==> src/rtl/aib_cfg_avmm_master.sv <==
// Single-outstanding Avalon-MM master for the AIB adapter cfg port.
// One command in, one AVMM transfer with waitrequest/readdatavalid, one response out.
module aib_cfg_avmm_master #(
    parameter int ADDR_W      = 17,
    parameter int DATA_W      = 32,
    parameter int TIMEOUT_CYC = 1024
) (
    input  logic                  i_cfg_avmm_clk,
    input  logic                  i_cfg_avmm_rst,
    input  logic                  i_cmd_valid,
    output logic                  o_cmd_ready,
    input  logic                  i_cmd_write,
    input  logic [ADDR_W-1:0]     i_cmd_addr,
    input  logic [DATA_W/8-1:0]   i_cmd_byte_en,
    input  logic [DATA_W-1:0]     i_cmd_wdata,
    output logic                  o_rsp_valid,
    input  logic                  i_rsp_ready,
    output logic                  o_rsp_write,
    output logic [DATA_W-1:0]     o_rsp_rdata,
    output logic                  o_rsp_err,
    output logic [ADDR_W-1:0]     o_cfg_avmm_addr,
    output logic [DATA_W/8-1:0]   o_cfg_avmm_byte_en,
    output logic [DATA_W-1:0]     o_cfg_avmm_wdata,
    output logic                  o_cfg_avmm_write,
    output logic                  o_cfg_avmm_read,
    input  logic                  i_cfg_avmm_waitreq,
    input  logic                  i_cfg_avmm_rdatavld,
    input  logic [DATA_W-1:0]     i_cfg_avmm_rdata,
    output logic                  o_busy
);

    localparam int          BE_W     = DATA_W / 8;
    localparam logic [16:0] TMO_LAST = 17'(TIMEOUT_CYC - 1);

    typedef enum logic [2:0] {
        ST_IDLE,
        ST_WR,
        ST_RD,
        ST_RDWAIT,
        ST_RESP
    } state_t;

    state_t              r_state;
    state_t              w_state_next;
    logic [16:0]         r_tmo_cnt;
    logic [ADDR_W-1:0]   r_addr;
    logic [BE_W-1:0]     r_byte_en;
    logic [DATA_W-1:0]   r_wdata;
    logic                r_write;
    logic                r_read;
    logic                r_rsp_write;
    logic                r_rsp_err;
    logic [DATA_W-1:0]   r_rsp_rdata;
    logic                w_accept;
    logic                w_tmo_hit;
    logic                w_cap_rdata;
    logic                w_abort;
    logic                w_in_xfer;
    logic                w_strobe_end;
    logic                w_enter_resp;

    assign o_cmd_ready  = (r_state == ST_IDLE) & ~i_cfg_avmm_rst;
    assign w_accept     = i_cmd_valid & o_cmd_ready;
    assign w_tmo_hit    = (r_tmo_cnt >= TMO_LAST);
    assign w_in_xfer    = (r_state == ST_WR) | (r_state == ST_RD) | (r_state == ST_RDWAIT);
    assign w_strobe_end = ((r_state == ST_WR) | (r_state == ST_RD)) & (w_state_next != r_state);
    assign w_enter_resp = (w_state_next == ST_RESP) & (r_state != ST_RESP);

    always_ff @(posedge i_cfg_avmm_clk) begin
        if (i_cfg_avmm_rst) begin
            r_state <= ST_IDLE;
        end else begin
            r_state <= w_state_next;
        end
    end

    // A completing handshake is tested before the timeout so it wins a tie.
    always_comb begin
        w_state_next = r_state;
        w_cap_rdata  = 1'b0;
        w_abort      = 1'b0;
        case (r_state)
            ST_IDLE: begin
                if (w_accept) begin
                    w_state_next = i_cmd_write ? ST_WR : ST_RD;
                end
            end
            ST_WR: begin
                if (!i_cfg_avmm_waitreq) begin
                    w_state_next = ST_RESP;
                end else if (w_tmo_hit) begin
                    w_state_next = ST_RESP;
                    w_abort      = 1'b1;
                end
            end
            ST_RD: begin
                if (!i_cfg_avmm_waitreq) begin
                    if (i_cfg_avmm_rdatavld) begin
                        w_state_next = ST_RESP;
                        w_cap_rdata  = 1'b1;
                    end else begin
                        w_state_next = ST_RDWAIT;
                    end
                end else if (w_tmo_hit) begin
                    w_state_next = ST_RESP;
                    w_abort      = 1'b1;
                end
            end
            ST_RDWAIT: begin
                if (i_cfg_avmm_rdatavld) begin
                    w_state_next = ST_RESP;
                    w_cap_rdata  = 1'b1;
                end else if (w_tmo_hit) begin
                    w_state_next = ST_RESP;
                    w_abort      = 1'b1;
                end
            end
            ST_RESP: begin
                if (i_rsp_ready) begin
                    w_state_next = ST_IDLE;
                end
            end
            default: begin
                w_state_next = ST_IDLE;
            end
        endcase
    end

    always_ff @(posedge i_cfg_avmm_clk) begin
        if (i_cfg_avmm_rst) begin
            r_tmo_cnt   <= '0;
            r_addr      <= '0;
            r_byte_en   <= '0;
            r_wdata     <= '0;
            r_write     <= 1'b0;
            r_read      <= 1'b0;
            r_rsp_write <= 1'b0;
            r_rsp_err   <= 1'b0;
            r_rsp_rdata <= '0;
        end else begin
            if (w_accept) begin
                r_addr      <= i_cmd_addr;
                r_byte_en   <= i_cmd_byte_en;
                r_wdata     <= i_cmd_wdata;
                r_write     <= i_cmd_write;
                r_read      <= ~i_cmd_write;
                r_rsp_write <= i_cmd_write;
                r_tmo_cnt   <= '0;
            end else if (w_in_xfer) begin
                r_tmo_cnt <= r_tmo_cnt + 17'd1;
            end
            if (w_strobe_end) begin
                r_write <= 1'b0;
                r_read  <= 1'b0;
            end
            if (w_enter_resp) begin
                r_rsp_rdata <= w_cap_rdata ? i_cfg_avmm_rdata : '0;
                r_rsp_err   <= w_abort;
            end
        end
    end

    assign o_rsp_valid        = (r_state == ST_RESP);
    assign o_rsp_write        = r_rsp_write;
    assign o_rsp_rdata        = r_rsp_rdata;
    assign o_rsp_err          = r_rsp_err;
    assign o_cfg_avmm_addr    = r_addr;
    assign o_cfg_avmm_byte_en = r_byte_en;
    assign o_cfg_avmm_wdata   = r_wdata;
    assign o_cfg_avmm_write   = r_write;
    assign o_cfg_avmm_read    = r_read;
    assign o_busy             = (r_state != ST_IDLE);

endmodule
==> config.mk <==
export PLATFORM = sky130hd
export DESIGN_NAME = aib_cfg_avmm_master
export DESIGN_NICKNAME = d
export VERILOG_FILES = /design/src/rtl/aib_cfg_avmm_master.sv
export SDC_FILE = /design/constraint.sdc
export NUM_CORES = 1
export LEC_CHECK = 0
export BUFFER_PORTS_ARGS = -buffer_cell sky130_fd_sc_hd__buf_2
export CAP_MARGIN = 20
export CORE_UTILIZATION = 26
export CTS_CLUSTER_SIZE = 16
export DETAILED_ROUTE_END_ITERATION = 6
export PLACE_DENSITY = 0.5
export SETUP_SLACK_MARGIN = 0.3
export SKIP_LAST_GASP = 1
export SYNTH_ARGS = -nofsm -noshare
export SYNTH_HDL_FRONTEND = slang
export SYNTH_SLANG_ARGS = --single-unit
export TNS_END_PERCENT = 5
==> constraint.sdc <==
create_clock -name i_cfg_avmm_clk -period 3 [get_ports i_cfg_avmm_clk]
set_clock_uncertainty 0.1 [all_clocks]
set_input_delay 0.45 -clock i_cfg_avmm_clk [delete_from_list [all_inputs] [get_ports i_cfg_avmm_clk]]
set_output_delay 0.45 -clock i_cfg_avmm_clk [all_outputs]
set_load 0.02 [all_outputs]
* After elaboration in Yosys (flattened, before gate mapping)
Index checks and enable logic that the tools add are counted.
** Word-level totals
- Input port bits :: 92
- Register bits after elaboration :: 109
- Output and inout port bits :: 92
** Cells by class
- Multiplexer cells :: 17
- Bitwise operators :: 8
- Order comparisons :: 1
- $add $sub $neg :: 1
- Reductions and logical operators :: 5
- Eq/ne operators :: 7
** Operators with widths (number)
- 32-bit two-way mux :: 1
- 3-bit two-way mux :: 7
- 17-bit by 1-bit adder with 17-bit output (second input constant) :: 1
- 17-bit by 10-bit >= comparator with 1-bit output (second input constant) :: 1
- 3-bit one-hot mux with 5 select lines :: 1
- 3-bit by 2-bit equality test with 1-bit output (second input constant) :: 2
- 3-bit equality test (second input constant) :: 2
- 2-bit OR reduction :: 3
- 1-bit two-way mux :: 5
- 1-bit AND :: 4
- 1-bit one-hot mux with 2 select lines :: 2
- 3-bit by 1-bit equality test with 1-bit output (second input constant) :: 1
- 3-bit logical NOT :: 1
- 3-bit inequality test :: 1
- 3-bit inequality test (second input constant) :: 1
- 3-bit nonzero test :: 1
- 2-bit two-way mux :: 1
- 1-bit inverter :: 2
- 1-bit bitwise OR :: 2

* Longest topological paths before layout
Gate-level depths: netlist of the first run.
- Word-level depth :: 8
- Mapped depth :: 9
- Mapped depth without buffers :: 7

* Worst setup path before layout of the first run
No wires, ideal clock.
- Path type :: in2reg
- Start point :: input port i_cfg_avmm_rst
- End point :: register r_tmo_cnt[10]
- Stages on the path :: 7
- Required time :: 2772 ps
- Buffers on the path :: 3
- Data arrival time :: 2350 ps
- Setup slack :: 423 ps
- Cells stage by stage :: clkbuf_1 -> nor4_1 -> nand2_1 -> nand2b_1 -> clkbuf_1 -> clkbuf_1 -> nor2_1
** Between the ends
- Longest elaborated chain between the ends :: 4
** RTL lines
- from (decl) :: RTL line 9 : input logic i_cfg_avmm_rst,
- 1-bit inverter :: RTL line 62 : assign o_cmd_ready = (r_state == ST_IDLE) & ~i_cfg_avmm_rst;
- 1-bit AND :: RTL line 62
- via o_cmd_ready :: RTL line 11 : output logic o_cmd_ready,
- 1-bit AND :: RTL line 63 : assign w_accept = i_cmd_valid & o_cmd_ready;
- 2-bit OR reduction (no line)
- to (signal assigned) :: RTL line 150 : r_tmo_cnt <= r_tmo_cnt + 17'd1;
- to (decl) :: RTL line 45 : logic [16:0] r_tmo_cnt;
The timed path passes the listed nets, and every way through them passes these cells.
A chain may end at the register's enable or synchronous reset.

* Worst setup path after layout of the first run
- Start point :: register r_tmo_cnt[12]
- End point :: register r_rsp_rdata[12] (netlist: o_rsp_rdata[12])
** Between the ends
- Longest elaborated chain between the ends :: 6
- Elaborated cells on any way between the ends :: 8
- Those cells by class :: order compare: 1; eq/ne: 1; mux: 5; bitwise: 1
** RTL lines
- 17-bit by 10-bit >= comparator with 1-bit output (*) :: RTL line 64 : assign w_tmo_hit = (r_tmo_cnt >= TMO_LAST);
- 3-bit two-way mux (*) :: RTL line 91, 104, 113
- 3-bit two-way mux (on tied branches) :: RTL line 110, 89, 97
- 3-bit one-hot mux with 5 select lines (*) :: RTL line 82 : case (r_state)
- 3-bit equality test (*) :: RTL line 67 : assign w_enter_resp = (w_state_next == ST_RESP) & (r_state != ST_RESP);
- 1-bit AND (*) :: RTL line 67
- to (signal assigned) :: RTL line 157 : r_rsp_rdata <= w_cap_rdata ? i_cfg_avmm_rdata : '0;
- to (decl) :: RTL line 53 : logic [DATA_W-1:0] r_rsp_rdata;
Every way passes the cells marked *; elsewhere a longest branch is shown, timed or not.

==> results of run 1 <==
==> through the flow <==
step	power [mW]	util [%]	std cells	cell area [um2]
after detailed placement	2.03	34.2	828	5280
after global routing	3.39	36.3	844	5600
after CTS	3.29	36.3	844	5600
final	3.24	36.3	844	5600
after global placement	2.03	34.2	828	5280
after floorplan	1.86	-	458	4180
==> power by group through the flow <==
stage | logic [mW] | registers (mW) | clock network (mW)
after floorplan | 0.175 | 1.68 | 0
after global placement | 0.434 | 1.60 | 0
after detailed placement | 0.437 | 1.60 | 0
after CTS | 0.439 | 1.56 | 1.28
after global routing | 0.478 | 1.58 | 1.34
final | 0.435 | 1.56 | 1.24
==> worst register-to-register path, delay by kind of cell (launching register included) <==
family / cells / cell delay (ns)
DFF: 1 / 0.36
and+or+nand+nor: 4 / 1.47
AOI/OAI and AO/OA: 2 / 0.37
buffers and inverters: 1 / 0.20
==> routing by layer <==
layer,track usage [%],up-vias,part of all wire [%]
met3,3.24,11,6.2
met4,4.64,0,1.4
met1,16.2,1744,44
li1,-,1896,-
met5,0,-,0
met2,22.0,119,48
==> placed cells by master (no fill, tap or decap), drive strengths merged, types with 3 or more instances in the layout <==
cell / Yosys / final
nor4: 3 / 3
a22o: 32 / 32
clkbuf: 25 / 10
dfxtp: 109 / 109
xnor2: 6 / 6
nand3b: 53 / 53
nor2: 27 / 27
a21oi: 8 / 8
nand2: 116 / 116
xor2: 8 / 8
nor3: 4 / 4
inv: 4 / 7
nand3: 3 / 3
or3: 5 / 5
nand4: 6 / 6
nor2b: 5 / 5
and3: 5 / 5
o21ai: 7 / 7
buf: 7 / 191
==> worst min-delay path by stage <==
| stage | start | end | cells past startpoint |
|---|---|---|---|
| detailed placement | o_rsp_rdata[19] | o_rsp_rdata[19] | 1 |
| global route | i_cmd_wdata[10] | o_cfg_avmm_wdata[10] | 3 |
| CTS | i_cmd_byte_en[3] | o_cfg_avmm_byte_en[3] | 3 |
| finish | i_cmd_wdata[12] | o_cfg_avmm_wdata[12] | 3 |
| floorplan | r_tmo_cnt[9] | r_tmo_cnt[9] | 2 |
| global placement | o_rsp_err | o_rsp_err | 2 |
==> synth_stat cells (all sizes together) (2+ instances only) <==
cell / count
xor2: 8
or4: 2
and3: 5
nand4: 6
buf: 7
nand2: 116
inv: 4
o21ba: 2
a22oi: 2
and4: 2
nor2: 27
nand2b: 2
o21ai: 7
a21oi: 8
a22o: 32
dfxtp: 109
nor3: 4
or3: 5
and2: 2
nand3: 3
xnor2: 6
nor4: 3
a31oi: 2
nand3b: 53
clkbuf: 25
nor2b: 5
==> cells by family (layout without fill, tap and decap cells) <==
kind of cell	Yosys count	after routing	share of synthesized area, %
buffers and inverters	36	211	4.22
AO/OA/AOI/OAI	59	59	11.0
adder cells (fa/ha/maj)	1	1	0.299
AND/OR/NAND/NOR	238	238	29.0
flip-flops	109	109	52.2
XOR/XNOR	14	14	2.93
multiplexers	1	1	0.240
==> layout make-up <==
class	count	area, um2	share of cell area [%]
flip-flops and latches	109	2180	39.0
multi-input cells	313	1830	32.7
repair buffers	191	992	17.7
well taps	211	264	4.71
clock buffers	10	239	4.27
clock inverters	6	76.3	1.36
inverters	4	15.0	0.268
==> flip-flops by register name, summed over array words and instances (netlist names) <==
signal and count:
o_cfg_avmm_wdata 32, o_cfg_avmm_addr 17, r_state 3, r_tmo_cnt 17, o_cfg_avmm_write 1, o_cfg_avmm_read 1, o_rsp_err 1, o_cfg_avmm_byte_en 4
o_rsp_write 1, o_rsp_rdata 32
==> flow_metrics.env, run 1 <==
export IMPL_critPathTopFamily="simple AND/OR/NAND/NOR gates"
export IMPL_p_int_mw=2.38
export IMPL_cts_sinks=109
export IMPL_crit_path_cell_trace="or4_1 > or4_4 > o311ai_2 > and2_1 > and2b_4 > buf_4 > a22o_1"
export IMPL_period_share_pct=85.3
export IMPL_tightest_slew_ns=0.905
export IMPL_areaGrowthSynthToFinish_pct=34.0
export IMPL_status="completed"
export IMPL_drc=0
export IMPL_finalWorstSetupSlack_ns=0.441
export IMPL_core_rowCount=45
export IMPL_antenna_found_initial=0
export IMPL_setup_viol=0
export IMPL_globalplace_congestion=0.729
export IMPL_ys_warn_count=0
export IMPL_r2r_slack_ns=0.44
export IMPL_start_util_pct=27.1
export IMPL_grt_pass1_vias=3522
export IMPL_drive_gt1_share_pct=34.6
export IMPL_place_hpwl_um=7930
export IMPL_routed_wl_um=11100
export IMPL_die_width_um=129
export IMPL_power_leakage_nw=2.76
export IMPL_worst_endpoint_required_ns=3.19
export IMPL_h_tree_depth=3
export IMPL_ios=184
export IMPL_fp_dieH_um=129
export IMPL_end_kind="flip-flop"
export IMPL_netlist_top_cells_area="dfxtp_1 52%, nand2_1 10%, nand3b_1 9.5%"
export IMPL_numCtsBuffers=9
export IMPL_n_fill_cell=1611
export IMPL_grt_max_degree=59
export IMPL_first_pass_iters=5
export IMPL_coreArea_um2=15400
export IMPL_synth_top_area_cell="dfxtp_1"
export IMPL_die_area_um2=16600
export IMPL_seq_power_share_pct=48.4
export IMPL_cts_setup_buffers=0
export IMPL_max_slew_margin_pct=39.3
export IMPL_share_comb_of_total_power_pct=13.4
export IMPL_nNetsFinal=721
export IMPL_finalHoldViolations=0
export IMPL_crit_slowest_cell="or4_1"
export IMPL_ys_seq_elements=109
export IMPL_vias=3770
export IMPL_detail_route_antenna_nets=0
export IMPL_drt_iter0_markers=166
export IMPL_synth_edf_count=0
export IMPL_critPathLaunchType="flip-flop"
export IMPL_numPortBuffers=183
export IMPL_clkLatencyLatePin_ns=0.34
export IMPL_finalCriticalPeriod_ns=2.56
export IMPL_sw_frac_of_total_pct=26.5
export IMPL_cp_depth=7
export IMPL_hp_class="in2reg"
export IMPL_endpoint="o_rsp_rdata[12]"
export IMPL_arrival_ns=2.74
export IMPL_synth_nets=551
export IMPL_cp_startpoint="r_tmo_cnt[12]"
export IMPL_async_flop_share_pct=0
export IMPL_grt_pass1_wl_um=17100
export IMPL_netlist_area_um2=4180
export IMPL_holdWs_ns=0.179
export IMPL_r2r_cells=7
export IMPL_finalSetupTns_ns=0
export IMPL_synthCells=458
export IMPL_cap_violations=0
export IMPL_p_switching_mw=0.858
export IMPL_crit_buf_inv=1
export IMPL_r2r_start="r_tmo_cnt[12]"
export IMPL_hold_buffers=0
export IMPL_cts_buffer_depth=2
export IMPL_power_frac_clock_pct=38.2
export IMPL_diodes=0
export IMPL_rsz0062_at_grt="true"
export IMPL_finalMaxSlewViolations=0
export IMPL_crit_type="reg2reg"
export IMPL_clock_root_buffer="clkbuf_16"
export IMPL_max_freq_mhz=391
export IMPL_avgSynthCellArea_um2=9.12
export IMPL_clk_pin_slew_worst_paths_ns=0.08
export IMPL_powerDensity_nw_per_um2=578
export IMPL_yosysSeqAreaShare_pct=52.2
export IMPL_routedWlPerCell_um=13.1
export IMPL_cts_tree="yes"
export IMPL_ys_flop_type="dfxtp_1"
export IMPL_vias_per_cell=4.47
export IMPL_vdd_ir_drop_max_mv=0.301
export IMPL_synth_cell_types=42
export IMPL_path_max_fanout=11
export IMPL_regToRegEndpoint="o_rsp_rdata[12]"
export IMPL_post_cts_resized=1
export IMPL_synth_top_area_share_pct=52.2
export IMPL_dp_slack_ns=0.264
export IMPL_grt_ovfl_total=0
export IMPL_slowest_delay_ns=0.57
export IMPL_grt_total_usage_pct=13.1
Note: power is estimated with default switching activity, not from simulation.
==> run 2, diff against run 1 <==
--- a/config.mk
+++ b/config.mk
@@ -10,6 +10,7 @@
 export CORE_UTILIZATION = 26
 export CTS_CLUSTER_SIZE = 16
 export DETAILED_ROUTE_END_ITERATION = 6
+export MAX_ROUTING_LAYER = met4
 export PLACE_DENSITY = 0.5
 export SETUP_SLACK_MARGIN = 0.3
 export SKIP_LAST_GASP = 1
==> constraint.sdc (replaced) <==
create_clock -name i_cfg_avmm_clk -period 3.3 [get_ports i_cfg_avmm_clk]
set_clock_uncertainty 0.1 [all_clocks]
set_input_delay 0.495 -clock i_cfg_avmm_clk [delete_from_list [all_inputs] [get_ports i_cfg_avmm_clk]]
set_output_delay 0.495 -clock i_cfg_avmm_clk [all_outputs]
set_load 0.02 [all_outputs]
==> run 2 against run 1 <==
Compared with the run above:
- setup slack improved by 0.35 ns
- core utilization decreased by 0.45 points
- hold slack gained 0.046 ns
- first-iteration DRC count stayed put
- sequential share of layout area increased by 0.49 points
- critical path depth decreased by 1
- non-clock buffer count shrank 1
- cell count did not move
- via count shrank 1.0%
- cell area fell by 1.3%
- global-route usage rose by 0.39 points
- flip-flop and latch count is the same
==> flow_metrics.env, run 2 (synthesis results as in run 1) <==
export IMPL_power_leakage_nw=2.71
export IMPL_arrival_ns=2.68
export IMPL_clock_root_buffer="clkbuf_16"
export IMPL_power_frac_clock_pct=35.5
export IMPL_coreArea_um2=15400
export IMPL_drive_gt1_share_pct=34.0
export IMPL_critPathLaunchType="flip-flop"
export IMPL_numCtsBuffers=9
export IMPL_period_share_pct=75.9
export IMPL_path_max_fanout=6
export IMPL_nNetsFinal=720
export IMPL_min_to="o_cfg_avmm_wdata[24]"
export IMPL_clkLatencyLatePin_ns=0.35
export IMPL_clk_pin_slew_worst_paths_ns=0.07
export IMPL_vias=3731
export IMPL_cts_setup_buffers=0
export IMPL_first_pass_iters=6
export IMPL_max_freq_mhz=399
export IMPL_hold_start="i_cmd_wdata[24]"
export IMPL_p_int_mw=2.05
export IMPL_numPortBuffers=183
export IMPL_finalCriticalPeriod_ns=2.50
export IMPL_vdd_ir_drop_max_mv=0.268
export IMPL_start_util_pct=27.1
export IMPL_share_comb_of_total_power_pct=13.9
export IMPL_cap_violations=0
export IMPL_grt_pass1_wl_um=17000
export IMPL_cts_sinks=109
export IMPL_crit_type="reg2reg"
export IMPL_place_hpwl_um=7800
export IMPL_fin_total_pwr_mw=2.81
export IMPL_p_switching_mw=0.761
export IMPL_antenna_found_initial=1
export IMPL_hold_depth=3
export IMPL_drt_iter0_markers=166
export IMPL_grt_pass1_vias=3460
export IMPL_grtUsageMet3_pct=3.53
export IMPL_finalMaxSlewViolations=0
export IMPL_r2r_cells=6
export IMPL_r2r_slack_ns=0.80
export IMPL_grt_util_met1_pct=16.2
export IMPL_vias_per_cell=4.42
export IMPL_fp_dieH_um=129
export IMPL_crit_slowest_cell="or4_1"
export IMPL_routed_wl_um=11100
export IMPL_setup_viol=0
export IMPL_r2r_start="r_tmo_cnt[12]"
export IMPL_globalplace_congestion=0.759
export IMPL_areaGrowthSynthToFinish_pct=32.3
export IMPL_routedWlPerCell_um=13.1
export IMPL_gr_max_usage_layer="met2"
export IMPL_finalSetupTns_ns=0
export IMPL_crit_path_cell_trace="or4_1 > or4_4 > nor4_2 > nor3_1 > o31a_1 > nor3_2"
export IMPL_gr_usage_met2_pct=20.9
export IMPL_die_width_um=129
export IMPL_powerDensity_nw_per_um2=508
export IMPL_die_area_um2=16600
export IMPL_worst_endpoint_required_ns=3.48
export IMPL_detail_route_antenna_nets=0
export IMPL_core_rowCount=45
export IMPL_layout_commonest_cell="buf_2"
export IMPL_tightest_slew_ns=0.611
export IMPL_grt_total_usage_pct=13.5
export IMPL_grt_max_degree=64
export IMPL_post_cts_resized=0
export IMPL_final_cell_mix="183 x buf_2, 115 x nand2_1, 109 x dfxtp_1, 53 x nand3b_1, 32 x a22o_1"
export IMPL_sw_frac_of_total_pct=27.1
export IMPL_regToRegEndpoint="o_cfg_avmm_write"
export IMPL_status="completed"
export IMPL_cts_tree="yes"
export IMPL_end_kind="flip-flop"
export IMPL_cts_buffer_depth=2
export IMPL_max_slew_margin_pct=59.2
export IMPL_h_tree_depth=3
export IMPL_grt_ovfl_total=0
export IMPL_hold_buffers=0
export IMPL_drc=0
export IMPL_ios=184
export IMPL_rsz0062_at_grt="false"
export IMPL_hp_class="in2reg"
export IMPL_slowest_delay_ns=0.56
export IMPL_finalHoldViolations=0
export IMPL_seq_power_share_pct=50.6
## run 2: changes by cell type in the layout (fill, tap and decap cells not counted), sizes merged
cell,delta
inv,-2
buf,-1
clkbuf,+1
diode,+1
bufinv,-1
clkinvlp,+3
clkinv,-1
## run 2: per-layer routing
metal	share of wire, %	wire length (um)
met5	0	0
met4	2.3	259
met3	5.1	568
met2	46	5130
met1	46	5110
## run 2: worst max-delay path by stage
| stage | from | end | cells past startpoint |
|---|---|---|---|
| floorplan | i_cfg_avmm_rst | r_tmo_cnt[10] | 7 |
| global placement | r_tmo_cnt[12] | o_cfg_avmm_write | 6 |
| detailed placement | i_cfg_avmm_rst | o_cfg_avmm_write | 7 |
| CTS | r_state[1] | o_cfg_avmm_write | 6 |
| global route | r_state[1] | o_cfg_avmm_write | 6 |
| finish | r_tmo_cnt[12] | o_cfg_avmm_write | 6 |
## run 2: stage by stage
stage / std cells / instance area, um2 / setup WS, ns / hold slack, ns / utilization, %
after floorplan: 458 / 4180 / 0.678 / 0.354 / -
after global placement: 827 / 5260 / 0.846 / 0.343 / 34.1
after detailed placement: 827 / 5260 / 0.744 / 0.346 / 34.1
after CTS: 843 / 5530 / 0.772 / 0.205 / 35.8
after global routing: 844 / 5530 / 0.541 / 0.211 / 35.8
final: 844 / 5530 / 0.795 / 0.225 / 35.8
## run 2: worst max-delay path: cells and delay by family (launching register included)
kind / cells / cell delay [ns]
simple gates: 5 / 1.68
flops: 1 / 0.36
compound gates: 1 / 0.32
## run 2: power groups by stage
stage | sequential (mW) | clock, mW | combinational (mW)
2_1_floorplan | 1.53 | 0 | 0.159
3_3_place_gp | 1.45 | 0 | 0.391
3_5_place_dp | 1.45 | 0 | 0.394
4_1_cts | 1.42 | 1.05 | 0.396
5_1_grt | 1.43 | 1.11 | 0.427
6_report | 1.42 | 0.996 | 0.391
## run 2: cell type report
class / count / area [um2]
antenna: 1 / 2.50
inverter: 4 / 15.0
fill: 1607 / 9900
sequential: 109 / 2180
multi-input combinational: 313 / 1830
clock buffer: 11 / 233
timing repair buffer: 190 / 968
tap: 211 / 264
clock inverter: 5 / 36.3
